## src/rtl/cla_rr_arbiter_pkg.sv

```systemverilog
// ---------------------------------------------------------------------------
// cla_arb_pkg
// Shared types and constants for the round-robin adder arbiter.
//   DATA_W      : operand width, fixed to the width of the shared adder
//   MAX_ID_W    : widest requester index supported (up to 8 requesters)
//   arb_state_e : arbitration state (IDLE / LOCKED to one owner)
//   resp_t      : contents of the registered response channel
// Optional build macro: CLA_ARB_FLAGS_EN adds zero/overflow flags to resp_t.
// ---------------------------------------------------------------------------
package cla_arb_pkg;

    localparam int DATA_W   = 16;
    localparam int MAX_ID_W = 3;

    typedef enum logic {
        IDLE   = 1'b0,
        LOCKED = 1'b1
    } arb_state_e;

    typedef struct packed {
        logic [MAX_ID_W-1:0] id;
        logic [DATA_W-1:0]   sum;
        logic                cout;
        logic                last;
`ifdef CLA_ARB_FLAGS_EN
        logic                zero;
        logic                ovf;
`endif
    } resp_t;

    // Increment an index modulo n (n need not be a power of two).
    function automatic int wrap_inc(input int idx, input int n);
        return (idx >= n - 1) ? 0 : idx + 1;
    endfunction

endpackage

```

## src/rtl/cla_rr_arbiter_if.sv

```systemverilog
// ---------------------------------------------------------------------------
// cla_rr_arbiter_if
// Bundles the requester-side and response-side handshakes of the arbiter.
// Signal names carry the arbiter's point of view (_i into it, _o out of it).
//   req_valid_i/req_ready_o : per-requester handshake (NUM_REQ bits)
//   req_a_i/req_b_i         : packed operands, requester k at [16k+15:16k]
//   req_cin_i/req_last_i    : per-requester carry-in and last-word flag
//   resp_*                  : single registered response channel
// Modports: slave = arbiter side, master = requesters/downstream side.
// Optional build macro: CLA_ARB_FLAGS_EN adds resp_zero_o and resp_ovf_o.
// ---------------------------------------------------------------------------
interface cla_rr_arbiter_if
    import cla_arb_pkg::*;
#(
    parameter int NUM_REQ = 4
);
    localparam int ID_W = (NUM_REQ > 1) ? $clog2(NUM_REQ) : 1;

    logic [NUM_REQ-1:0]        req_valid_i;
    logic [NUM_REQ-1:0]        req_ready_o;
    logic [NUM_REQ*DATA_W-1:0] req_a_i;
    logic [NUM_REQ*DATA_W-1:0] req_b_i;
    logic [NUM_REQ-1:0]        req_cin_i;
    logic [NUM_REQ-1:0]        req_last_i;

    logic                      resp_valid_o;
    logic                      resp_ready_i;
    logic [ID_W-1:0]           resp_id_o;
    logic [DATA_W-1:0]         resp_sum_o;
    logic                      resp_cout_o;
    logic                      resp_last_o;
`ifdef CLA_ARB_FLAGS_EN
    logic                      resp_zero_o;
    logic                      resp_ovf_o;
`endif

    modport slave (
        input  req_valid_i, req_a_i, req_b_i, req_cin_i, req_last_i, resp_ready_i,
        output req_ready_o, resp_valid_o, resp_id_o, resp_sum_o, resp_cout_o,
`ifdef CLA_ARB_FLAGS_EN
        output resp_zero_o, resp_ovf_o,
`endif
        output resp_last_o
    );

    modport master (
        output req_valid_i, req_a_i, req_b_i, req_cin_i, req_last_i, resp_ready_i,
        input  req_ready_o, resp_valid_o, resp_id_o, resp_sum_o, resp_cout_o,
`ifdef CLA_ARB_FLAGS_EN
        input  resp_zero_o, resp_ovf_o,
`endif
        input  resp_last_o
    );

endinterface

```

## src/rtl/carry_lookahead_adder.sv

```systemverilog
// ---------------------------------------------------------------------------
// carry_lookahead_adder
// 16-bit adder built from 4-bit lookahead groups; group carries are formed
// from each group's generate/propagate pair.
//   a_i, b_i : operands
//   cin_i    : carry-in
//   sum_o    : a_i + b_i + cin_i (mod 2^16)
//   cout_o   : carry out of bit 15
// ---------------------------------------------------------------------------
module carry_lookahead_adder
    import cla_arb_pkg::*;
(
    input  logic [DATA_W-1:0] a_i,
    input  logic [DATA_W-1:0] b_i,
    input  logic              cin_i,
    output logic [DATA_W-1:0] sum_o,
    output logic              cout_o
);
    localparam int NG = DATA_W / 4;

    logic [DATA_W-1:0] p;
    logic [DATA_W-1:0] g;
    logic [DATA_W-1:0] c;
    logic [NG-1:0]     grp_g;
    logic [NG-1:0]     grp_p;
    logic [NG:0]       grp_c;

    assign p        = a_i ^ b_i;
    assign g        = a_i & b_i;
    assign grp_c[0] = cin_i;

    genvar gi;
    generate
        for (gi = 0; gi < NG; gi++) begin : g_grp
            localparam int B = 4 * gi;

            assign grp_p[gi] = &p[B +: 4];
            assign grp_g[gi] = g[B+3]
                             | (p[B+3] & g[B+2])
                             | (p[B+3] & p[B+2] & g[B+1])
                             | (p[B+3] & p[B+2] & p[B+1] & g[B]);

            assign grp_c[gi+1] = grp_g[gi] | (grp_p[gi] & grp_c[gi]);

            // In-group carries expanded from the group carry-in.
            assign c[B]   = grp_c[gi];
            assign c[B+1] = g[B] | (p[B] & grp_c[gi]);
            assign c[B+2] = g[B+1] | (p[B+1] & g[B]) | (p[B+1] & p[B] & grp_c[gi]);
            assign c[B+3] = g[B+2] | (p[B+2] & g[B+1]) | (p[B+2] & p[B+1] & g[B])
                          | (p[B+2] & p[B+1] & p[B] & grp_c[gi]);
        end
    endgenerate

    assign sum_o  = p ^ c;
    assign cout_o = grp_c[NG];

endmodule

```

## src/rtl/cla_rr_arbiter_rr_pick.sv

```systemverilog
// ---------------------------------------------------------------------------
// rr_pick
// Combinational round-robin search: finds the first set bit of valid_i at or
// after ptr_i, wrapping modulo NUM_REQ.
//   valid_i : candidate requests
//   ptr_i   : search start index
//   grant_o : one-hot winner (zero when nothing is valid)
//   idx_o   : index of the winner (zero when nothing is valid)
// ---------------------------------------------------------------------------
module rr_pick #(
    parameter int NUM_REQ = 4,
    parameter int ID_W    = 2
) (
    input  logic [NUM_REQ-1:0] valid_i,
    input  logic [ID_W-1:0]    ptr_i,
    output logic [NUM_REQ-1:0] grant_o,
    output logic [ID_W-1:0]    idx_o
);
    always_comb begin
        logic found;
        int   cand;
        grant_o = '0;
        idx_o   = '0;
        found   = 1'b0;
        cand    = 0;
        for (int i = 0; i < NUM_REQ; i++) begin
            cand = int'(ptr_i) + i;
            if (cand >= NUM_REQ) begin
                cand = cand - NUM_REQ;
            end
            if (!found && valid_i[cand]) begin
                found         = 1'b1;
                grant_o[cand] = 1'b1;
                idx_o         = ID_W'(cand);
            end
        end
    end

endmodule

```

## src/rtl/cla_rr_arbiter.sv

```systemverilog
// ---------------------------------------------------------------------------
// cla_rr_arbiter
// Shares one 16-bit carry-lookahead adder between NUM_REQ requesters with
// round-robin arbitration. A word with req_last=0 locks the grant to its
// requester and the carry-out is fed into that requester's next word.
// Results leave through a single registered response channel (latency 1).
//   clk_i, rst_ni : clock, asynchronous active-low reset
//   clear_i       : synchronous abort of lock and pending response
//   bus (slave)   : request handshakes, operands and response channel
// Optional build macro: CLA_ARB_FLAGS_EN adds resp_zero_o / resp_ovf_o.
// ---------------------------------------------------------------------------
module cla_rr_arbiter
    import cla_arb_pkg::*;
#(
    parameter int NUM_REQ = 4
) (
    input  logic             clk_i,
    input  logic             rst_ni,
    input  logic             clear_i,
    cla_rr_arbiter_if.slave  bus
);
    localparam int ID_W = (NUM_REQ > 1) ? $clog2(NUM_REQ) : 1;

    // Per-requester operand views of the packed buses.
    logic [DATA_W-1:0] a_arr [NUM_REQ];
    logic [DATA_W-1:0] b_arr [NUM_REQ];

    genvar gi;
    generate
        for (gi = 0; gi < NUM_REQ; gi++) begin : g_unpack
            assign a_arr[gi] = bus.req_a_i[DATA_W*gi +: DATA_W];
            assign b_arr[gi] = bus.req_b_i[DATA_W*gi +: DATA_W];
        end
    endgenerate

    arb_state_e        state_q, state_d;
    logic [ID_W-1:0]   owner_q, owner_d;
    logic [ID_W-1:0]   ptr_q, ptr_d;
    logic              carry_q, carry_d;
    logic              resp_valid_q, resp_valid_d;
    resp_t             resp_q, resp_d;

    logic [NUM_REQ-1:0] pick_grant;
    logic [ID_W-1:0]    pick_idx;
    logic [NUM_REQ-1:0] ready;
    logic               can_accept;
    logic               accept;
    logic [ID_W-1:0]    acc_idx;
    logic [DATA_W-1:0]  op_a, op_b, add_sum;
    logic               op_cin, op_last, add_cout;

    rr_pick #(
        .NUM_REQ (NUM_REQ),
        .ID_W    (ID_W)
    ) u_pick (
        .valid_i (bus.req_valid_i),
        .ptr_i   (ptr_q),
        .grant_o (pick_grant),
        .idx_o   (pick_idx)
    );

    // Ready is held low while in reset so nothing looks accepted before the
    // flops come out of reset.
    always_comb begin
        can_accept = !resp_valid_q || bus.resp_ready_i;
        ready      = '0;
        if (rst_ni && can_accept && !clear_i) begin
            if (state_q == IDLE) begin
                ready = pick_grant;
            end else begin
                ready = NUM_REQ'(1) << owner_q;
            end
        end
    end

    assign accept  = |(bus.req_valid_i & ready);
    assign acc_idx = (state_q == IDLE) ? pick_idx : owner_q;
    assign op_a    = a_arr[acc_idx];
    assign op_b    = b_arr[acc_idx];
    // Continuation words take the carry left by the previous word.
    assign op_cin  = (state_q == IDLE) ? bus.req_cin_i[acc_idx] : carry_q;
    assign op_last = bus.req_last_i[acc_idx];

    carry_lookahead_adder u_adder (
        .a_i    (op_a),
        .b_i    (op_b),
        .cin_i  (op_cin),
        .sum_o  (add_sum),
        .cout_o (add_cout)
    );

    always_comb begin
        state_d      = state_q;
        owner_d      = owner_q;
        ptr_d        = ptr_q;
        carry_d      = carry_q;
        resp_valid_d = resp_valid_q;
        resp_d       = resp_q;

        if (clear_i) begin
            state_d      = IDLE;
            resp_valid_d = 1'b0;
            carry_d      = 1'b0;
        end else if (accept) begin
            resp_valid_d = 1'b1;
            resp_d.id    = MAX_ID_W'(acc_idx);
            resp_d.sum   = add_sum;
            resp_d.cout  = add_cout;
            resp_d.last  = op_last;
`ifdef CLA_ARB_FLAGS_EN
            resp_d.zero  = (add_sum == '0);
            resp_d.ovf   = (op_a[DATA_W-1] == op_b[DATA_W-1]) &&
                           (add_sum[DATA_W-1] != op_a[DATA_W-1]);
`endif
            carry_d      = add_cout;
            if (op_last) begin
                state_d = IDLE;
                // Fairness pointer moves only when a whole operation ends.
                ptr_d   = ID_W'(wrap_inc(int'(acc_idx), NUM_REQ));
            end else begin
                state_d = LOCKED;
                owner_d = acc_idx;
            end
        end else if (resp_valid_q && bus.resp_ready_i) begin
            resp_valid_d = 1'b0;
        end
    end

    always_ff @(posedge clk_i or negedge rst_ni) begin
        if (!rst_ni) begin
            state_q      <= IDLE;
            owner_q      <= '0;
            ptr_q        <= '0;
            carry_q      <= 1'b0;
            resp_valid_q <= 1'b0;
            resp_q       <= '0;
        end else begin
            state_q      <= state_d;
            owner_q      <= owner_d;
            ptr_q        <= ptr_d;
            carry_q      <= carry_d;
            resp_valid_q <= resp_valid_d;
            resp_q       <= resp_d;
        end
    end

    generate
        if (ID_W < MAX_ID_W) begin : g_id_sink
            logic unused_id_bits;
            assign unused_id_bits = ^resp_q.id[MAX_ID_W-1:ID_W];
        end
    endgenerate

    assign bus.req_ready_o  = ready;
    assign bus.resp_valid_o = resp_valid_q;
    assign bus.resp_id_o    = resp_q.id[ID_W-1:0];
    assign bus.resp_sum_o   = resp_q.sum;
    assign bus.resp_cout_o  = resp_q.cout;
    assign bus.resp_last_o  = resp_q.last;
`ifdef CLA_ARB_FLAGS_EN
    assign bus.resp_zero_o  = resp_q.zero;
    assign bus.resp_ovf_o   = resp_q.ovf;
`endif

endmodule

```

## src/flat_wrapper.sv

```systemverilog
// flat-port wrapper written by rule: the top's interface ports become plain ports
module cla_rr_arbiter_flat import cla_arb_pkg::*;
#(
    parameter int NUM_REQ = 4
)
  (clk_i, rst_ni, clear_i, bus_req_valid_i, bus_req_a_i, bus_req_b_i, bus_req_cin_i, bus_req_last_i, bus_resp_ready_i, bus_req_ready_o, bus_resp_valid_o, bus_resp_id_o, bus_resp_sum_o, bus_resp_cout_o, bus_resp_last_o);
  cla_rr_arbiter_if #(.NUM_REQ(NUM_REQ)) bus_i ();
  input  logic clk_i;
  input  logic rst_ni;
  input  logic clear_i;
  input wire logic [$bits(bus_i.req_valid_i)-1:0] bus_req_valid_i;
  input wire logic [$bits(bus_i.req_a_i)-1:0] bus_req_a_i;
  input wire logic [$bits(bus_i.req_b_i)-1:0] bus_req_b_i;
  input wire logic [$bits(bus_i.req_cin_i)-1:0] bus_req_cin_i;
  input wire logic [$bits(bus_i.req_last_i)-1:0] bus_req_last_i;
  input wire logic [$bits(bus_i.resp_ready_i)-1:0] bus_resp_ready_i;
  output wire logic [$bits(bus_i.req_ready_o)-1:0] bus_req_ready_o;
  output wire logic [$bits(bus_i.resp_valid_o)-1:0] bus_resp_valid_o;
  output wire logic [$bits(bus_i.resp_id_o)-1:0] bus_resp_id_o;
  output wire logic [$bits(bus_i.resp_sum_o)-1:0] bus_resp_sum_o;
  output wire logic [$bits(bus_i.resp_cout_o)-1:0] bus_resp_cout_o;
  output wire logic [$bits(bus_i.resp_last_o)-1:0] bus_resp_last_o;
  assign bus_i.req_valid_i = bus_req_valid_i;
  assign bus_i.req_a_i = bus_req_a_i;
  assign bus_i.req_b_i = bus_req_b_i;
  assign bus_i.req_cin_i = bus_req_cin_i;
  assign bus_i.req_last_i = bus_req_last_i;
  assign bus_i.resp_ready_i = bus_resp_ready_i;
  assign bus_req_ready_o = bus_i.req_ready_o;
  assign bus_resp_valid_o = bus_i.resp_valid_o;
  assign bus_resp_id_o = bus_i.resp_id_o;
  assign bus_resp_sum_o = bus_i.resp_sum_o;
  assign bus_resp_cout_o = bus_i.resp_cout_o;
  assign bus_resp_last_o = bus_i.resp_last_o;
  cla_rr_arbiter #(.NUM_REQ(NUM_REQ)) u_core (.clk_i(clk_i), .rst_ni(rst_ni), .clear_i(clear_i), .bus(bus_i));
endmodule
```

## config.mk

```make
export PLATFORM = sky130hd
export DESIGN_NAME = cla_rr_arbiter_flat
export DESIGN_NICKNAME = d
export VERILOG_FILES = /design/src/rtl/cla_rr_arbiter_pkg.sv /design/src/rtl/cla_rr_arbiter_if.sv /design/src/rtl/carry_lookahead_adder.sv /design/src/rtl/cla_rr_arbiter_rr_pick.sv /design/src/rtl/cla_rr_arbiter.sv /design/src/flat_wrapper.sv
export SDC_FILE = /design/constraint.sdc
export NUM_CORES = 1
export LEC_CHECK = 0
export ABC_AREA = 1
export CAP_MARGIN = 5
export CORE_MARGIN = 8
export CORE_UTILIZATION = 37
export CTS_CLUSTER_SIZE = 10
export DETAILED_ROUTE_END_ITERATION = 8
export GPL_TIMING_DRIVEN = 0
export PLACE_DENSITY = 0.81
export RECOVER_POWER = 100
export SLEW_MARGIN = 0
export SYNTH_ARGS = -nofsm -noshare
export SYNTH_HDL_FRONTEND = slang
export SYNTH_SLANG_ARGS = --single-unit
```

## constraint.sdc

```tcl
create_clock -name clk_i -period 3.6 [get_ports clk_i]
set_input_delay 0.54 -clock clk_i [delete_from_list [all_inputs] [get_ports clk_i]]
set_output_delay 0.54 -clock clk_i [all_outputs]
set_load 0.03 [all_outputs]
```

; ---- Word-level counts from Yosys, hierarchy flattened
; Cells that the tools add are included.
[totals]
regBits = 27
output_inout_bits = 25
word_cells = 227
[classes]
n_addsub = 8
n_lt_le_gt_ge = 15
n_shift = 1
muxes = 58
bitwise_logic = 110
reduce_logical = 26
[ops]
columns = operator, count
row1 = "greater-or-equal comparator 32 x 1 -> 1 bit, second input constant", 4
row2 = "< comparator 32 x 4 -> 1 bit, second input constant", 4
row3 = two-way mux 32 bit, 4
row4 = binary-select mux 16 bit (select 2 bit), 2
row5 = two-way mux 16 bit, 4
row6 = bitwise AND 1 bit, 60
row7 = bitwise OR 1 bit, 40
row8 = bitwise XOR 16 bit, 2
row9 = two-way mux 1 bit, 26
row10 = two-way mux 4 bit, 6
row11 = bitwise AND 16 bit, 1
row12 = AND reduction 4 bit, 4
row13 = binary-select mux 1 bit (select 2 bit), 6
row14 = "greater-or-equal comparator 3 bit, second input constant", 4
row15 = two-way mux 2 bit, 6
row16 = bitwise OR 4 bit, 3
row17 = "subtractor 3 x 3 -> 4 bit, second input constant", 3
row18 = logical AND 1 bit, 10
row19 = demux 1 bit (select 2 bit), 4
row20 = "adder 2 x 2 -> 3 bit, second input constant", 2
row21 = AND reduction 3 bit, 2
row22 = logical NOT 1 bit, 5
row23 = bitwise AND 4 bit, 1
row24 = OR reduction 4 bit, 1
row25 = 13 further kinds, 14

; ---- Depth between registers and ports, before layout
[depth]
word_depth = 34
ltp_mapped = 32
depth_no_buf = 30

; ---- Modules after synthesis
; Synthesis repeated with hierarchy kept, for this count alone.
[hier_totals]
cells_unflattened = 542
hier_area_um2 = 3544.6
[modules_own_cells]
columns = mod, n_inst, cells_each, area_per_inst_um2
row1 = cla_rr_arbiter, 1, 354, 2248.4
row2 = carry_lookahead_adder, 1, 103, 743.2
row3 = rr_pick, 1, 85, 553.0

; ---- Least setup slack after synthesis
; OpenSTA, ideal clock, no wires.
[synth_path]
path_kind = reg2reg
from = register u_core.ptr_q[0]
to = register u_core.resp_q, in the netlist u_core.bus.resp_sum_o[13]
arrival_ns = 3.925
required_time_ns = 3.524
setup_slack_ns = -0.401
path_stages_with_launch = 31
period_less_slack_ns = 4.001
cell_sequence = dfrtp_1 inv_2 ha_1 inv_1 nand3_1 nand2_2 nor2_2 nor2_1 a21oi_2 nand2_2 nand2_4 inv_1 buf_2 buf_2 nor2_1 nor2_1 a32oi_1 inv_1 ha_1 nand2_1 nor2_1 nand2_1 nand2_1 nand2_1 nand2_2 nand2_2 nand2_2 inv_1 fa_1 xor2_1 o21ai_1
[synth_between]
elab_chain_cells = 33
elab_cells_between_ends = 121
[synth_rtl]
columns = element, line
row1 = "start, declared", cla_rr_arbiter.sv:38  ; logic [ID_W-1:0] ptr_q, ptr_d;
row2 = "start signal, assigned", cla_rr_arbiter.sv:140  ; ptr_q <= ptr_d;
row3 = "parallel branches: the longest is 33 deep, another holds subtractor 3 x 3 -> 4 bit", --
row4 = "end signal, assigned", cla_rr_arbiter.sv:143  ; resp_q <= resp_d;
row5 = "end, declared", cla_rr_arbiter.sv:41  ; resp_t resp_q, resp_d;
; Several ways; the timed one is not identified. The select of a mux whose other input is x is not followed.
; A chain may end at the register's enable or synchronous reset.

; ---- Worst setup path in the final report
[layout_path]
from = register u_core.ptr_q[0]
to = register u_core.resp_q, in the netlist u_core.bus.resp_sum_o[12]
[layout_between]
elab_chain_cells = 31
elab_cells_between_ends = 119
[layout_rtl]
columns = element
row1 = "parallel branches: the longest is 31 deep, another holds subtractor 3 x 3 -> 4 bit"
; Several ways; the timed one is not identified. The select of a mux whose other input is x is not followed.

==> impl_metrics.toml <==
[detailed_routing]
dr.pass1.iters = 4
postRouteAntennaNets = 0
drt_iter0_drc = 230
drcViolationCount = 0
wl_per_cell_um = 17.5
vias = 4435
totalWireLength_um = 14500
vias_per_cell = 5.37

[clock_tree]
root_buffer = "clkbuf_8"
cts_tree = "done"
clk_pin_slew_ps = 90
clock_path_buffers = 2
numClockSinks = 27
numCtsBuffers = 3
cts-htree-levels = 1
insertion_delay_ps = 270

[floorplan]
die_h_um = 109
coreArea_mm2 = 0.00859
die_w_um = 109
initial_utilization_pct = 37.6
core.rowCount = 34
ios = 169
die_area_mm2 = 0.0120

[synthesis]
synth_area_mm2 = 0.00323
syn_avg_cell_area_um2 = 6.43
synth-xor-area-share_pct = 1.90
synth_enable_flop_cells = 0
synth_ff_type = "dfrtp_1"
yosys_warnings = 0
synth_top_area_share_pct = 20.9
synth_cell_types = 38
syn-num-nets = 670
yosysSeqAreaShare_pct = 20.9
synth_top_family_by_area = "simple AND/OR/NAND/NOR gates"
synthAdderAreaFrac_pct = 10.2
syn_inst = 502
synth_area_leaders = "dfrtp_1 (21%), nand2_1 (14%), ha_1 (7.8%)"
async_flop_share_pct = 100
synth-simple-area-share_pct = 34.0
ys_ff_latch = 27
synth-compound-area-share_pct = 24.0
muxShareOfSynthArea_pct = 0
synth_top_cell_by_area = "dfrtp_1"

[place]
gp_congestion = 0.906
dpl.hpwl_um = 10900
port_buffers = 168

[timing]
maxSlewViolCount = 0
slew_headroom_pct = 2.04
rsz0062_at_grt = "true"
fin_crit_sh_pct = 109
fin_hold_ws_ps = 478
timing.fmax_mhz = 254
fin_crit_ps = 3940
finalClockSkew_ps = 6.07
tightest_slew_ps = 1470
finalSetupViolations = 12
hold_viol_final = 0
fin_ws_ps = -340

[hold_path]
hold_start = "u_core.bus.resp_sum_o[15]"
whs_path_depth = 2
hold_class = "reg2reg"

[critical_path]
cp_data_arrival_time_ps = 4110
critPathLaunch = "u_core.ptr_q[0]"
cp-start-kind = "flip-flop"
worst-path-buf-inv = 7
required_ps = 3770
endpoint_kind = "flip-flop"
crit_top_cell = "nand2_2"
cp_max_fo = 10
reg2regPathDepth = 29
regToRegStartpoint = "u_core.ptr_q[0]"
critPathSlowestCell = "fa_2"
max_stage_delay_ps = 520
worstSetupPathType = "reg2reg"
cp.depth = 29
cp_top_family = "simple AND/OR/NAND/NOR gates"

[grt]
grt_pass1_wl_um = 21500
grt_pass1_vias = 4480
grt_usage_pct = 22.4
grt_max_degree = 29
grt_overflow = 0
antenna_found_initial = 0

[final_layout]
nets = 887
fillers = 686
multiInputGateArea_mm2 = 0.00251
mostFrequentLayoutCells = "clkdlybuf4s50_1 (141), nand2_1 (122), nor2_1 (57), buf_4 (41), inv_1 (36)"
layout_commonest_cell = "clkdlybuf4s50_1"
diodes = 0
ff_latch_area_um2 = 678
area_delta_synth_final_pct = 82.4
drive_above_1_share_pct = 22.4

[outcome]
violations = "negative setup slack"
status = "complete, but fails checks"

[run]
maxCapViolations = 0
-- layout make-up --
type / count / share of cell area [%]
Multi-Input combinational cell: 404 / 42.7
Timing Repair Buffer: 212 / 34.6
Sequential cell: 27 / 11.5
Buffer: 23 / 4.76
Inverter: 48 / 3.36
Tap cell: 108 / 2.29
Clock buffer: 4 / 0.765
-- synth_stat cells (all sizes together) (4+ instances only) --
library cell and n:
a32oi 17, nor2 66, xor2 5, dfrtp 27, clkbuf 16, o22ai 19, buf 7, inv 48
nand2 140, or2 8, ha 20, fa 4, a21oi 28, o21ai 59, nand3 20
-- registers in the layout, summed over array words and instances, names as in the netlist --
signal	flops
u_core.bus.resp_last_o	1
u_core.carry_q	1
u_core.bus.resp_cout_o	1
u_core.bus.resp_sum_o	16
u_core.bus.resp_id_o	2
u_core.owner_q	2
u_core.ptr_q	2
u_core.bus.resp_valid_o	1
u_core.state_q	1
-- worst min-delay path, cell delays in order (launching register included) --
cell	delay (ps)
dfrtp_1	350
nand2_1	50
nand2_1	50
-- per-stage QoR --
step | worst slack, ps | instance area [µm²] | std cells | TNS, ps | util (%)
global placement | -924 | 5170 | 778 | -10280 | 60.1
floorplan | -42.5 | 3350 | 502 | -72.8 | -
detailed placement | -1060 | 5170 | 778 | -12000 | 60.1
global route | -547 | 5890 | 826 | -5980 | 68.5
finish | -340 | 5890 | 826 | -2170 | 68.5
CTS | -234 | 5690 | 815 | -1150 | 66.2
-- final timing paths --
| check | slack [ps] | endpoint |
|---|---|---|
| worst max-delay path | -340 | u_core.bus.resp_sum_o[12] |
| worst min-delay path | 480 | u_core.bus.resp_sum_o[15] |
| worst max register to register | -340 | u_core.bus.resp_sum_o[12] |
| worst min register to register | 480 | u_core.bus.resp_sum_o[15] |
| max in group asynchronous | 2030 | u_core.ptr_q[0] |
| min in group asynchronous | 600 | u_core.bus.resp_sum_o[12] |
-- kinds of logic after synthesis --
group / after synthesis
AO/OA/AOI/OAI: 130
XOR/XNOR: 7
adder cells (fa/ha/maj): 24
buffers and inverters: 71
flip-flops: 27
AND/OR/NAND/NOR: 243
-- metal layers --
metal / up-vias / share of wire (%) / track usage, %
li1: 2127 / - / -
met1: 2081 / 37 / 22.8
met2: 201 / 52 / 42.5
met3: 26 / 8.2 / 6.15
met4: 0 / 2.8 / 8.10
met5: - / 0 / 0
-- repair_timing --
action                                  in CTS  in global routing
setup buffers                               32                 10
endpoints found under the setup margin      19                 15
resized for setup                           59                 38
hold endpoints to repair                     0                  0
hold buffers                                 0                  0
pin swaps                                   41                 30
cloned                                       1                  1
Power is not shown: default switching activity piles up to over one toggle a cycle in this logic, so the estimate is an artifact.
